## config.mk

```make
export PLATFORM = sky130hd
export DESIGN_NAME = msk_and_hpc3_stream
export DESIGN_NICKNAME = d
export VERILOG_FILES = /design/src/rtl/msk_and_hpc3_stream.sv
export SDC_FILE = /design/constraint.sdc
export NUM_CORES = 1
export LEC_CHECK = 0
export CAP_MARGIN = 5
export CORE_AREA = 2 2 87 89
export DETAILED_ROUTE_END_ITERATION = 16
export DIE_AREA = 0 0 89 91
export DONT_BUFFER_PORTS = 1
export SLEW_MARGIN = 20
export SYNTH_ARGS = -nofsm -noshare
export SYNTH_HDL_FRONTEND = slang
export SYNTH_SLANG_ARGS = --single-unit
export TNS_END_PERCENT = 100
```

## constraint.sdc

```tcl
create_clock -name i_clk -period 1.65 [get_ports i_clk]
set_clock_uncertainty 0.05 [all_clocks]
set_input_delay 0.0825 -clock i_clk [delete_from_list [all_inputs] [get_ports i_clk]]
set_output_delay 0.0825 -clock i_clk [all_outputs]
set_load 0.01 [all_outputs]
```

## src/rtl/msk_and_hpc3_stream.sv

```systemverilog
// msk_and_hpc3_stream: W-lane, d-share masked AND (HPC3) with valid/ready handshakes on data and randomness.
// Latency: 1 cycle (accept at edge n -> o_out_valid in cycle n+1); throughput 1 transaction/cycle.
// Backpressure: single register stage holds while o_out_valid & ~i_out_ready; o_in_ready = ~o_out_valid | i_out_ready.
//
// Ports:
//   i_clk, i_rst              clock, synchronous active-high reset
//   i_ina, i_inb  [W*d]       input sharings, share i of lane k at bit i*W+k
//   i_in_valid / o_in_ready   data handshake
//   i_rnd [W*d*(d-1)]         randomness, lane k slice [k*d(d-1) +: d(d-1)], low half r, high half r'
//   i_rnd_valid / o_rnd_ready randomness handshake, consumed only when data is accepted
//   o_out [W*d]               output sharing of a*b, same layout
//   o_out_valid / i_out_ready output handshake
// Optional macro: MSKAND_HPC3_CROSS_EN drops the inner-domain products (output recombines to cross terms only).
module msk_and_hpc3_stream #(
  parameter int d = 2,
  parameter int W = 8,
  localparam int RW = W * d * (d - 1)
) (
  input  logic            i_clk,
  input  logic            i_rst,
  input  logic [W*d-1:0]  i_ina,
  input  logic [W*d-1:0]  i_inb,
  input  logic            i_in_valid,
  output logic            o_in_ready,
  input  logic [RW-1:0]   i_rnd,
  input  logic            i_rnd_valid,
  output logic            o_rnd_ready,
  output logic [W*d-1:0]  o_out,
  output logic            o_out_valid,
  input  logic            i_out_ready
);

  localparam int NP = d * (d - 1) / 2;  // pairs per lane = size of one random half
  localparam int LW = d * (d - 1);      // random bits per lane

  typedef enum logic {S_EMPTY = 1'b0, S_FULL = 1'b1} state_t;

  state_t r_state;
  state_t w_state_nxt;

  // U/V kept as full d x d matrices; the diagonal is always loaded with zero so it
  // drops out of the output XOR reduction without special-casing.
  logic [d-1:0][d-1:0] r_u [W];
  logic [d-1:0][d-1:0] r_v [W];
  logic [d-1:0]        r_a [W];
  logic [d-1:0][d-1:0] w_u [W];
  logic [d-1:0][d-1:0] w_v [W];
  logic [d-1:0]        w_a [W];
`ifndef MSKAND_HPC3_CROSS_EN
  logic [d-1:0]        r_p [W];
  logic [d-1:0]        w_p [W];
`endif

  logic w_acc;

  assign o_in_ready  = ~o_out_valid | i_out_ready;
  // Randomness is only requested when data is present, so no rnd is burned on empty cycles.
  assign o_rnd_ready = i_in_valid & o_in_ready;
  assign w_acc       = o_rnd_ready & i_rnd_valid;

  // Upper-triangle packing of the symmetric r/r' matrices, valid for i < j.
  function automatic int f_idx(input int i, input int j);
    return i * d - (i * (i + 1)) / 2 + (j - 1 - i);
  endfunction

  // Next-stage values, one independent cone per (lane, share pair).
  always_comb begin : next_regs
    for (int k = 0; k < W; k++) begin
      w_u[k] = '0;
      w_v[k] = '0;
      w_a[k] = '0;
`ifndef MSKAND_HPC3_CROSS_EN
      w_p[k] = '0;
`endif
      for (int i = 0; i < d; i++) begin
        w_a[k][i] = i_ina[i*W+k];
`ifndef MSKAND_HPC3_CROSS_EN
        w_p[k][i] = i_ina[i*W+k] & i_inb[i*W+k];
`endif
        for (int j = 0; j < d; j++) begin
          if (i != j) begin
            w_u[k][i][j] = (~i_ina[i*W+k] & i_rnd[k*LW + f_idx((i < j) ? i : j, (i < j) ? j : i)])
                         ^ i_rnd[k*LW + NP + f_idx((i < j) ? i : j, (i < j) ? j : i)];
            w_v[k][i][j] = i_inb[j*W+k] ^ i_rnd[k*LW + f_idx((i < j) ? i : j, (i < j) ? j : i)];
          end
        end
      end
    end
  end

  always_ff @(posedge i_clk) begin
    if (i_rst) begin
      for (int k = 0; k < W; k++) begin
        r_u[k] <= '0;
        r_v[k] <= '0;
        r_a[k] <= '0;
`ifndef MSKAND_HPC3_CROSS_EN
        r_p[k] <= '0;
`endif
      end
    end else if (w_acc) begin
      r_u <= w_u;
      r_v <= w_v;
      r_a <= w_a;
`ifndef MSKAND_HPC3_CROSS_EN
      r_p <= w_p;
`endif
    end
  end

  // out_valid FSM: state register
  always_ff @(posedge i_clk) begin
    if (i_rst) r_state <= S_EMPTY;
    else       r_state <= w_state_nxt;
  end

  // out_valid FSM: next state
  always_comb begin
    w_state_nxt = r_state;
    case (r_state)
      S_EMPTY: if (w_acc) w_state_nxt = S_FULL;
      S_FULL:  if (i_out_ready && !w_acc) w_state_nxt = S_EMPTY;
      default: w_state_nxt = S_EMPTY;
    endcase
  end

  // out_valid FSM: outputs
  always_comb begin
    o_out_valid = (r_state == S_FULL);
  end

  // Output recombination: out_i = P_i ^ XOR_j (U_ij ^ A_i & V_ij), purely from registers.
  always_comb begin
    o_out = '0;
    for (int k = 0; k < W; k++) begin
      for (int i = 0; i < d; i++) begin
`ifndef MSKAND_HPC3_CROSS_EN
        o_out[i*W+k] = r_p[k][i] ^ (^(r_u[k][i] ^ (r_v[k][i] & {d{r_a[k][i]}})));
`else
        o_out[i*W+k] = ^(r_u[k][i] ^ (r_v[k][i] & {d{r_a[k][i]}}));
`endif
      end
    end
  end

endmodule

```

Word-level counts from Yosys, hierarchy flattened
Cells that the tools add are included.
{"block": "classes", "n_mux": 3, "bitwise_logic": 132, "reduce_logical": 18}
{"op": "$xor A1 B1 Y1", "count": 48}
{"op": "$and A1 B1 Y1", "count": 34}
{"op": "$reduce_xor A2 Y1", "count": 16}
{"op": "$not A1 Y1", "count": 17}
{"op": "$and A1 B2 Y2", "count": 8}
{"op": "$and A2 B2 Y2", "count": 8}
{"op": "$xor A1 B2 Y2", "count": 8}
{"op": "$xor A2 B2 Y2", "count": 8}
{"op": "$mux W1", "count": 2}
{"op": "$pmux W1 S2", "count": 1}
{"op": "$logic_and A1 B1 Y1", "count": 1}
{"op": "$logic_not A1 Y1", "count": 1}
{"op": "$or A1 B1 Y1", "count": 1}
{"block": "totals", "ff_bits": 65, "in_bits": 53, "out_inout_bits": 19, "wordCells": 202}

Logic depth before layout (Yosys ltp)
{"block": "logic_depth", "depth_word": 8, "depth_mapped": 6, "ltp_nobuf": 4}

Worst setup path before layout
No wires, ideal clock.
{"block": "synth_timing", "path_type": "reg2reg", "from": "register r_state, in the netlist o_out_valid", "to": "register r_u[18] in the netlist's numbering", "setup_time_ns": 0.146, "arrival_ns": 1.018, "required_ns": 1.454, "slack_ns": 0.436, "stages_incl_launch_ff": 6, "n_path_buf": 1, "synth_period_minus_slack_ns": 1.214, "cell_sequence": "dfxtp_1 -> nor2b_4 -> inv_2 -> buf_4 -> a21oi_1 -> a211oi_2"}
{"block": "synth_between", "elab_chain_len": 4}
{"element": "from (decl)", "line": "38", "text": "state_t r_state;"}
{"element": "from (signal assigned)", "line": "114", "text": "else r_state <= w_state_nxt;"}
{"element": "$not A1 Y1"}
{"element": "$or A1 B1 Y1", "line": "56", "text": "assign o_in_ready = ~o_out_valid | i_out_ready;"}
{"element": "$and A1 B1 Y1", "line": "58", "text": "assign o_rnd_ready = i_in_valid & o_in_ready;"}
{"element": "$and A1 B1 Y1", "line": "59", "text": "assign w_acc = o_rnd_ready & i_rnd_valid;"}
{"element": "to (signal assigned)", "line": "102", "text": "r_u <= w_u;"}
{"element": "to (decl)", "line": "43", "text": "logic [d-1:0][d-1:0] r_u [W];"}
No other way between the ends.
A chain may end at the register's enable or synchronous reset.

Worst setup path after layout
{"block": "layout_timing", "from": "register r_state, in the netlist o_out_valid", "to": "output port o_rnd_ready"}
{"block": "layout_between", "elab_chain_len": 3}
{"element": "$not A1 Y1"}
{"element": "$or A1 B1 Y1", "line": "56"}
{"element": "$and A1 B1 Y1", "line": "58"}
{"element": "to (decl)", "line": "27", "text": "output logic o_rnd_ready,"}
No other way between the ends.

==> results.yml <==
status:
  status: "complete, but fails checks"
  violations: "negative hold slack"
clock_network:
  clk_path_buf_depth: 2
  cts_tree: "built"
  cts-root-buf: "clkbuf_8"
  clkSinkCount: 65
  htreeDepth: 3
  cts_buffers: 9
  clk_latency_ns: 0.33
  cts.reportedPaths.clkPinSlew_ns: 0.07
  ctsHoldBuffers: 1
cells_and_area:
  final_common_cell: "dfxtp_1"
  area_growth_pct: 5.04
  n_antenna_cell: 0
  mostFrequentLayoutCells: "dfxtp_1 (65), xnor2_1 (48), a21oi_1 (41)"
  design_area_um2: 3630
  nets: 404
  drive_gt1_share_pct: 22.5
  fin_cells: 455
  final_core_util_pct: 50.8
floorplanning:
  die_x_um: 89
  ioPinCount: 72
  row_count: 31
  die_h_um: 91
  core-area_um2: 7140
  start_util_pct: 48.4
  die_area_um2: 8100
timing:
  finalCritPeriodShare_pct: 95.2
  post-route-min-period_ns: 1.57
  tightest_slew_ns: 0.650
  max_freq_mhz: 636
  slew_headroom_pct: 56.5
  rsz0062_at_grt: "false"
  whs_ns: -0.236
  hold_viol: 64
  setup_viol: 0
  slew_viol_final: 0
synthesis:
  synthDistinctLibCells: 24
  synth_top_cells_by_area: "dfxtp_1 (38%), xnor2_1 (12%), a211oi_2 (10%), a21oi_2 (6.1%), a21oi_1 (5.9%)"
  synth_top_area_share_pct: 37.7
  syn-instance-count: 358
  seq_area_frac_synth_pct: 37.7
  ys_warn_count: 0
  synth_top_area_cell: "dfxtp_1"
  ys_seq_elements: 65
  syn_area_um2: 3450
  syn_nets: 411
  avgSynthCellArea_um2: 9.65
routing:
  drcViolationCount: 0
  vias_per_cell: 5.45
  drt.antenna.violating_nets: 0
  postRouteWirelength_mm: 7.21
  vias: 2479
  drtPass1Iterations: 4
  routedWlPerCell_um: 15.8
  drt_iter0_drc: 118
critical_path:
  required_ns: 1.52
  critPathTopFamily: "buffers and inverters"
  worstSetupPathType: "reg -> out"
  endpoint_kind: "primary output"
  path_cells: "nor2b_4, buf_6, inv_6, buf_12, and2_1"
  ff2ff_path_depth: 5
  crit_cells: 5
  start_kind: "register"
  cp_max_fo: 32
  crit_buf_inv: 3
  crit_arrival_ns: 1.44
  slowest_stage: "dfxtp_1"
  crit_path_max_incr_delay_ns: 0.31
place:
  dp.cells: 435
  post-dp-hpwl_mm: 4.31
  routabilityCongestion: 0.712
  io_buffer_count: 0
  place_area_um2: 3430
global_routing:
  grt_pass1_wl_mm: 12.0
  antenna_found_initial: 0
  grt-ovfl-total: 0
  grt_max_degree: 66
  first_global_vias: 2502
  gr-usage-all-layers_pct: 18.7
pwr:
  leakagePower_nw: 1.17
  ir_drop_mv: 0.391
  power_density_nw_per_um2: 920
min_path:
  holdPathStages: 1
  hold_path.class: "in -> reg"
run:
  cap_violations: 0
-- registers in the layout, summed over array words and instances, names as in the netlist --
signal / flops
o_out_valid: 1
r_a: 16
r_p: 16
r_u: 16
r_v: 16
-- timing repair --
item | 4_1_cts | 5_1_grt
setup buffers | 0 | 2
endpoints found under the setup margin | 34 | 1
cloned | 1 | 0
gates resized for setup | 4 | 0
pin swaps | 1 | 0
hold endpoints to repair | 65 | 64
-- cells in the mapped netlist --
cell type	n
clkbuf_1	7
xnor2_1	48
dfxtp_1	65
o21ai_0	32
inv_2	1
buf_1	1
nand3_1	16
a21oi_2	24
and2_4	1
clkbuf_2	2
buf_12	4
buf_4	6
nand4_1	16
a211oi_1	4
nor2_2	1
a211oi_2	28
nor2b_1	16
buf_2	4
buf_6	6
nand2_1	17
and2_1	1
nor2b_4	1
xor2_1	16
a21oi_1	41
-- worst register-to-register path: cells and delay by family, from the launching register on --
family,cells,cell delay [ns]
DFF,1,0.31
buffers and inverters,3,0.80
and+or+nand+nor,1,0.13
AOI/OAI and AO/OA,1,0.08
-- per-stage QoR --
step,setup TNS (ns),setup slack (ns),power (mW)
global route,0,0.0118,3.51
detailed placement,-2.31,-0.0955,2.25
floorplan,0,0.436,2.22
global placement,-1.08,-0.0482,2.24
finish,0,0.0786,3.34
CTS,0,0.00435,3.38
-- layer usage --
metal / track usage, % / up-vias / routed length [um]
met3: 4.45 / 8 / 358
met4: 6.59 / 0 / 103
met2: 29.4 / 52 / 3350
met5: 0 / - / 0
met1: 24.7 / 1168 / 3400
li1: - / 1251 / -
-- report_power, final --
part / internal, mW / switching, mW
clock: 0.537 / 0.583
sequential: 1.66 / 0.0544
combinational: 0.235 / 0.271
-- kinds of logic after synthesis --
group | count (synthesis) | share of synthesized area (%)
AND/OR/NAND/NOR | 69 | 11.0
flip-flops | 65 | 37.7
XOR/XNOR | 64 | 16.2
AO/OA/AOI/OAI | 129 | 27.7
buffers and inverters | 31 | 7.43
-- cell type report --
cell class | instances | area, um2
Clock inverter | 4 | 20.0
Fill cell | 710 | 3510
Timing Repair Buffer | 11 | 126
Inverter | 1 | 8.76
Sequential cell | 65 | 1300
Tap cell | 99 | 124
Multi-Input combinational cell | 263 | 1910
Clock buffer | 12 | 135
-- path summary, 6_finish.rpt --
| check | start | to | slack (ns) |
|---|---|---|---|
| min reg2reg | r_a[0] | r_a[0] | 0.42 |
| min | i_rst | r_p[11] | -0.24 |
| max | o_out_valid | o_rnd_ready | 0.08 |
| max reg2reg | o_out_valid | o_out_valid | 0.16 |
No activity file was read; power rests on OpenSTA's default activity.
